===== src/rtl/sar_search_ctrl_pkg.sv =====
// Purpose: shared state encoding, probe-step codes and flag check for the SAR search controller.
// Latency: n/a (declarations only).
// Backpressure: n/a.
package sar_search_ctrl_pkg;

    // Controller states. Plain constants keep the encoding stable across tools.
    localparam logic [1:0] ST_IDLE  = 2'd0;
    localparam logic [1:0] ST_PROBE = 2'd1;
    localparam logic [1:0] ST_DONE  = 2'd2;

    // Outcome of one probe, computed from the comparator flags.
    localparam logic [1:0] STEP_GO   = 2'd0;  // narrow the bounds and probe again
    localparam logic [1:0] STEP_HIT  = 2'd1;  // guess equals target
    localparam logic [1:0] STEP_MISS = 2'd2;  // target lies outside the range
    localparam logic [1:0] STEP_ERR  = 2'd3;  // comparator flags were not one-hot

    // True when exactly one of the three comparator flags is set.
    function automatic logic flags_onehot(input logic eq, input logic lt, input logic gt);
        return ( eq & ~lt & ~gt) |
               (~eq &  lt & ~gt) |
               (~eq & ~lt &  gt);
    endfunction

endpackage


===== src/rtl/sar_search_ctrl_step.sv =====
// Purpose: combinational probe evaluation: classifies the flags and computes the next bounds and next mid.
// Latency: 0 cycles (pure combinational).
// Backpressure: none; the parent decides when the result is used.
module sar_search_ctrl_step
    import sar_search_ctrl_pkg::*;
#(
    parameter int WIDTH = 32
) (
    input  logic [WIDTH:0]   lo,
    input  logic [WIDTH:0]   hi,
    input  logic [WIDTH-1:0] guess,
    input  logic             cmp_equal,
    input  logic             cmp_lower,
    input  logic             cmp_greater,
    output logic [1:0]       step,
    output logic [WIDTH:0]   nxt_lo,
    output logic [WIDTH:0]   nxt_hi,
    output logic [WIDTH-1:0] nxt_guess
);

    localparam logic [WIDTH:0] ONE = (WIDTH + 1)'(1);

    // Bounds are one bit wider than the operand, so guess+1 and guess-1 never wrap.
    logic [WIDTH:0] guess_w;
    logic           flags_ok;

    assign guess_w  = {1'b0, guess};
    assign flags_ok = flags_onehot(cmp_equal, cmp_lower, cmp_greater);

    // Classify the probe and shrink the interval on the side the target cannot be.
    always_comb begin
        step   = STEP_GO;
        nxt_lo = lo;
        nxt_hi = hi;
        if (!flags_ok) begin
            step = STEP_ERR;
        end else if (cmp_equal) begin
            step = STEP_HIT;
        end else if (cmp_lower) begin
            if (guess_w == hi) begin
                step = STEP_MISS;
            end else begin
                nxt_lo = guess_w + ONE;
            end
        end else begin
            if (guess_w == lo) begin
                step = STEP_MISS;
            end else begin
                nxt_hi = guess_w - ONE;
            end
        end
    end

    // Midpoint written as lo + half-span so it never overflows; it is always <= hi,
    // so the top bit of the wide sum is always zero and can be dropped.
    assign nxt_guess = WIDTH'(nxt_lo + ((nxt_hi - nxt_lo) >> 1));

endmodule


===== src/rtl/sar_search_ctrl.sv =====
// Purpose: binary-search initiator driving comparator operand "a" to locate the hidden target in [search_lo, search_hi].
// Latency: start accepted at T, one probe per cycle from T+1, done pulse at T+1+N (N <= WIDTH+1).
// Backpressure: start is honoured only in IDLE; starts while busy or in DONE are dropped, not queued.
module sar_search_ctrl
    import sar_search_ctrl_pkg::*;
#(
    parameter int WIDTH = 32,
    localparam int CNT_W = $clog2(WIDTH + 2)
) (
    input  logic             clk,
    input  logic             rst,
    input  logic             start,
    input  logic [WIDTH-1:0] search_lo,
    input  logic [WIDTH-1:0] search_hi,
    output logic [WIDTH-1:0] guess,
    input  logic             cmp_equal,
    input  logic             cmp_lower,
    input  logic             cmp_greater,
    output logic             busy,
    output logic             done,
    output logic             found,
    output logic             error,
    output logic [WIDTH-1:0] result,
    output logic [CNT_W-1:0] probes
);

    localparam logic [CNT_W-1:0] CNT_ONE = CNT_W'(1);

    logic [1:0]       state;
    logic [WIDTH:0]   lo;
    logic [WIDTH:0]   hi;

    logic [1:0]       step;
    logic [WIDTH:0]   nxt_lo;
    logic [WIDTH:0]   nxt_hi;
    logic [WIDTH-1:0] nxt_guess;
    logic [WIDTH-1:0] first_guess;
    logic             range_ok;

    // Next-probe evaluation against the guess currently presented to the comparator.
    sar_search_ctrl_step #(
        .WIDTH (WIDTH)
    ) u_step (
        .lo          (lo),
        .hi          (hi),
        .guess       (guess),
        .cmp_equal   (cmp_equal),
        .cmp_lower   (cmp_lower),
        .cmp_greater (cmp_greater),
        .step        (step),
        .nxt_lo      (nxt_lo),
        .nxt_hi      (nxt_hi),
        .nxt_guess   (nxt_guess)
    );

    // First probe straight from the requested bounds; lo + half-span stays within WIDTH bits when lo <= hi.
    assign range_ok    = (search_lo <= search_hi);
    assign first_guess = search_lo + ((search_hi - search_lo) >> 1);

    // Status strobes decode directly from the state register.
    assign busy = (state == ST_PROBE);
    assign done = (state == ST_DONE);

    // State machine plus all data registers; reset aborts any search without a done pulse.
    always_ff @(posedge clk) begin
        if (rst) begin
            state  <= ST_IDLE;
            lo     <= '0;
            hi     <= '0;
            guess  <= '0;
            result <= '0;
            probes <= '0;
            found  <= 1'b0;
            error  <= 1'b0;
        end else begin
            case (state)
                ST_IDLE: begin
                    if (start) begin
                        result <= '0;
                        probes <= '0;
                        found  <= 1'b0;
                        error  <= 1'b0;
                        if (range_ok) begin
                            lo    <= {1'b0, search_lo};
                            hi    <= {1'b0, search_hi};
                            guess <= first_guess;
                            state <= ST_PROBE;
                        end else begin
                            // Empty range: report not-found without probing.
                            state <= ST_DONE;
                        end
                    end
                end
                ST_PROBE: begin
                    probes <= probes + CNT_ONE;
                    case (step)
                        STEP_ERR: begin
                            error <= 1'b1;
                            found <= 1'b0;
                            state <= ST_DONE;
                        end
                        STEP_HIT: begin
                            result <= guess;
                            found  <= 1'b1;
                            state  <= ST_DONE;
                        end
                        STEP_MISS: begin
                            found <= 1'b0;
                            state <= ST_DONE;
                        end
                        default: begin
                            lo    <= nxt_lo;
                            hi    <= nxt_hi;
                            guess <= nxt_guess;
                        end
                    endcase
                end
                ST_DONE: begin
                    state <= ST_IDLE;
                end
                default: begin
                    state <= ST_IDLE;
                end
            endcase
        end
    end

endmodule


===== config.mk =====
export PLATFORM = sky130hd
export DESIGN_NAME = sar_search_ctrl
export DESIGN_NICKNAME = d
export VERILOG_FILES = /design/src/rtl/sar_search_ctrl_pkg.sv /design/src/rtl/sar_search_ctrl_step.sv /design/src/rtl/sar_search_ctrl.sv
export SDC_FILE = /design/constraint.sdc
export NUM_CORES = 1
export LEC_CHECK = 0
export BUFFER_PORTS_ARGS = -buffer_cell sky130_fd_sc_hd__clkbuf_2
export CAP_MARGIN = 0
export CORE_UTILIZATION = 56
export CTS_CLUSTER_DIAMETER = 150
export DETAILED_ROUTE_END_ITERATION = 12
export PLACE_DENSITY = 0.82
export SLEW_MARGIN = 20
export SYNTH_ARGS = -nofsm -noshare
export SYNTH_HDL_FRONTEND = slang
export SYNTH_SLANG_ARGS = --single-unit

===== constraint.sdc =====
create_clock -name clk -period 6.59 [get_ports clk]
set_clock_uncertainty 0.2 [all_clocks]
set_input_delay 0 -clock clk [delete_from_list [all_inputs] [get_ports clk]]
set_output_delay 0 -clock clk [all_outputs]
set_load 0.02 [all_outputs]

==> Implementation_results.wiki <==
{| class="wikitable"
! Metric !! Value
|-
| Fraction of final layout cells with drive strength greater than 1 || 24.9%
|-
| Pin count of the biggest net entering global routing || 82
|-
| Crit path max-delay cell type || dfxtp_2
|-
| Core ar. || 25300 sq um
|-
| Die Width || 163 um
|-
| Vertical die dimension || 163 um
|-
| Synthesized area per cell || 7.11 sq um
|-
| Post-route ant nets || 0
|-
| Global Route met2 Usage || 62.6%
|-
| Final worst setup slack || 0.0456 ns
|-
| IR Drop Worst-Case VDD || 159 uV
|-
| Gate count after technology mapping || 2039
|-
| Number of max-capacitance violations reported || 0
|-
| Cell type with the highest occurrence count on the critical path || buf_4
|-
| Number of setup violations in the final report || 0
|-
| Timing-limited maximum frequency || 153 MHz
|-
| Boundary Pins || 144
|-
| CTS tree || yes
|-
| Final Max Slew Viols || 0
|-
| Unrepaired setup endpoints after global routing || yes
|-
| Number of distinct library cells after synthesis || 68
|-
| Leakage power || 9.23 nW
|-
| Count of placed standard cells including taps || 2679
|-
| Yosys top cell area share || 19.3%
|-
| Minimum period implied by the final worst setup slack || 6.54 ns
|-
| Critical path class || flop to flop
|-
| Status || finished, final reports clean
|-
| Most used cells in the layout excluding fill and tap cells || buf_4, nor2_1, nand2_1
|-
| Dpl hpwl || 42200 um
|-
| Net count of the finished layout || 2680
|-
| Final global-route overflow total || 0
|-
| Primary FF master, synth || dfxtp_1
|-
| Critical Path End Type || flop
|-
| Clk Latency, worst-skew pair || 0.44 ns
|-
| Area of the die || 26500 sq um
|-
| Period Utilization, post-route || 99.3%
|-
| Layout Cells excl Fill || 2821
|-
| Number of buffers added on ports || 143
|-
| Routability-driven placement congestion ratio || 0.987
|-
| Clock buffer count from CTS || 17
|-
| DRC violations left || 0
|-
| Number of placement rows || 58
|-
| Cell Area, Synth || 14500 sq um
|-
| Overall via count from detail_route || 17300
|-
| Area growth from synthesis to final layout || 34.8%
|-
| TritonCTS Sinks || 140
|-
| Flop and latch count out of synthesis || 140
|-
| Hold violation count in the final report || 0
|-
| Number of filler instances in the final layout || 1810
|-
| # H-tree levels || 4
|-
| Sequential cell area fraction in the yosys report || 19.3%
|-
| Data required, critical path || 6.68 ns
|-
| Worst min path class || primary input to flop
|-
| Detailed-route vias per instance || 6.15
|-
| DR iter-0 viols || 1966
|-
| Cell taking the most area after synthesis || dfxtp_1
|-
| Wire length of the first global-routing pass || 85100 um
|-
| Count of TritonRoute iterations in the first routing pass || 6
|-
| Share of flip-flops with an asynchronous set or reset after synthesis || 0%
|-
| Most used routing layer in global routing || met2
|-
| Routed WL per cell || 20.4 um
|-
| Arrival @ worst endpoint || 6.64 ns
|-
| Peak per-stage delay on the critical path || 0.51 ns
|-
| Tightest slew margin relative to the limit || 26.1%
|-
| Family with the most delay on the worst path || compound AO/OA/AOI/OAI gates
|-
| Count of buffer and inverter cells on the critical path || 7
|-
| Root buffer cell || clkbuf_16
|-
| Top fanout value on the critical path || 10
|-
| Power density relative to cell area || 321 nW/um^2
|-
| Transition time at the pin with the least slew margin || 1.10 ns
|-
| Initial antenna violation count || 0
|-
| Number of buffers on the longest clock path || 2
|-
| Number of global-route vias before repair || 15900
|-
| Number of antenna cells inserted || 0
|-
| DP Worst Slack || -0.452 ns
|-
| Most frequent standard cell in the layout excluding fill and tap cells || buf_4
|-
| Total length of routed wires || 57700 um
|-
| Final core area utilization || 77.4%
|-
| Global Route Usage Sum || 41.8%
|-
| Fraction of met1 tracks used by global routing || 56.8%
|-
| Overall power of the completed layout || 6.27 mW
|-
| Yosys warns || 0
|-
| Net count of the mapped netlist || 2241
|-
| Clock-pin slew on the worst setup and hold paths || 0.07 ns
|-
| EDFF count, synth || 0
|-
| Largest cells by area after synthesis || dfxtp_1, ha_1, xor2_1, a21oi_1, xnor2_1
|-
| Initial standard-cell utilization of the core || 57.4%
|-
| Startpoint kind of the worst setup timing path || flop
|-
| GRT met3 Usage || 11.4%
|}
worst paths after layout:
| kind | cells after the start | endpoint | slack, ns | start |
|---|---|---|---|---|
| worst max-delay path | 33 | guess[26] | 0.05 | guess[30] |
| worst min-delay path | 5 | error | 0.06 | cmp_greater |
| worst max register to register | 33 | guess[26] | 0.05 | guess[30] |
| worst min register to register | 2 | result[28] | 0.25 | result[28] |
kinds of logic after synthesis:
logic type / Yosys count / synth area share (%)
AO/OA/AOI/OAI: 577 / 25.3
multiplexers: 17 / 1.19
XOR/XNOR: 226 / 13.7
adder cells (fa/ha/maj): 132 / 11.6
flip-flops: 140 / 19.3
buffers and inverters: 219 / 5.87
AND/OR/NAND/NOR: 728 / 23.1
per-stage QoR:
step,instance area [sq um],hold WS [ns],TNS (ns)
after floorplan,14600,-0.0375,0
after global placement,17300,0.0683,-2.47
after detailed placement,17300,0.0743,-3.49
after CTS,18900,0.0368,0
after global routing,19500,0.0856,-2.47
final,19500,0.0597,0
sequential cells by signal, indices dropped and copies added, names as in the netlist:
register / count
error: 1
hi: 33
probes: 6
state: 2
lo: 33
guess: 32
result: 32
found: 1
repair_timing:
action / in CTS / in global routing
setup buffers: 11 / 26
hold buffers: 76 / 0
endpoints found under the setup margin: 15 / 20
pin swaps: 19 / 74
endpoints found under the hold margin: 92 / 0
gates resized for setup: 44 / 112
synthesized netlist by cell type (all sizes together), types with 5 or more instances:
library cell / number
inv: 105
mux2i: 15
xnor2: 110
and3: 13
o21a: 16
nand2: 204
nand4: 26
a2111oi: 5
or2: 10
a31oi: 14
clkbuf: 87
a211oi: 62
nor2b: 14
o211ai: 11
dfxtp: 140
nor2: 250
buf: 27
o21ai: 114
and2: 12
a311oi: 30
nor4: 22
o31ai: 6
nand2b: 28
a31o: 6
a21oi: 195
nor3: 40
nand3: 72
ha: 128
or3: 17
a21o: 61
xor2: 116
o21bai: 14
area by class of cell:
cell class                      count  area (sq um)  area share (%)
Clock buffer                       17           425            2.18
Multi-Input combinational cell   1680         11400            58.5
Sequential cell                   140          2820            14.4
Timing Repair Buffer              534          3910            20.0
Inverter                          105           395            2.02
Tap cell                          330           413            2.11
Clock inverter                     15           145           0.743
power breakdown:
part	internal (mW)	switching, mW
Clock	0.502	0.452
Combinational	1.99	2.33
Sequential	0.920	0.0757
worst min-delay path, delay by kind of cell:
family	cells	cell delay, ns
compound gates	3	0.45
buf+inv	1	0.13
simple gates	1	0.08
routing by layer:
metal	up-vias	wire, um
met5	-	0
met4	0	2190
met3	164	7580
met2	1054	24300
met1	8015	23600
li1	8107	-
(Power assumes the default switching activity.)
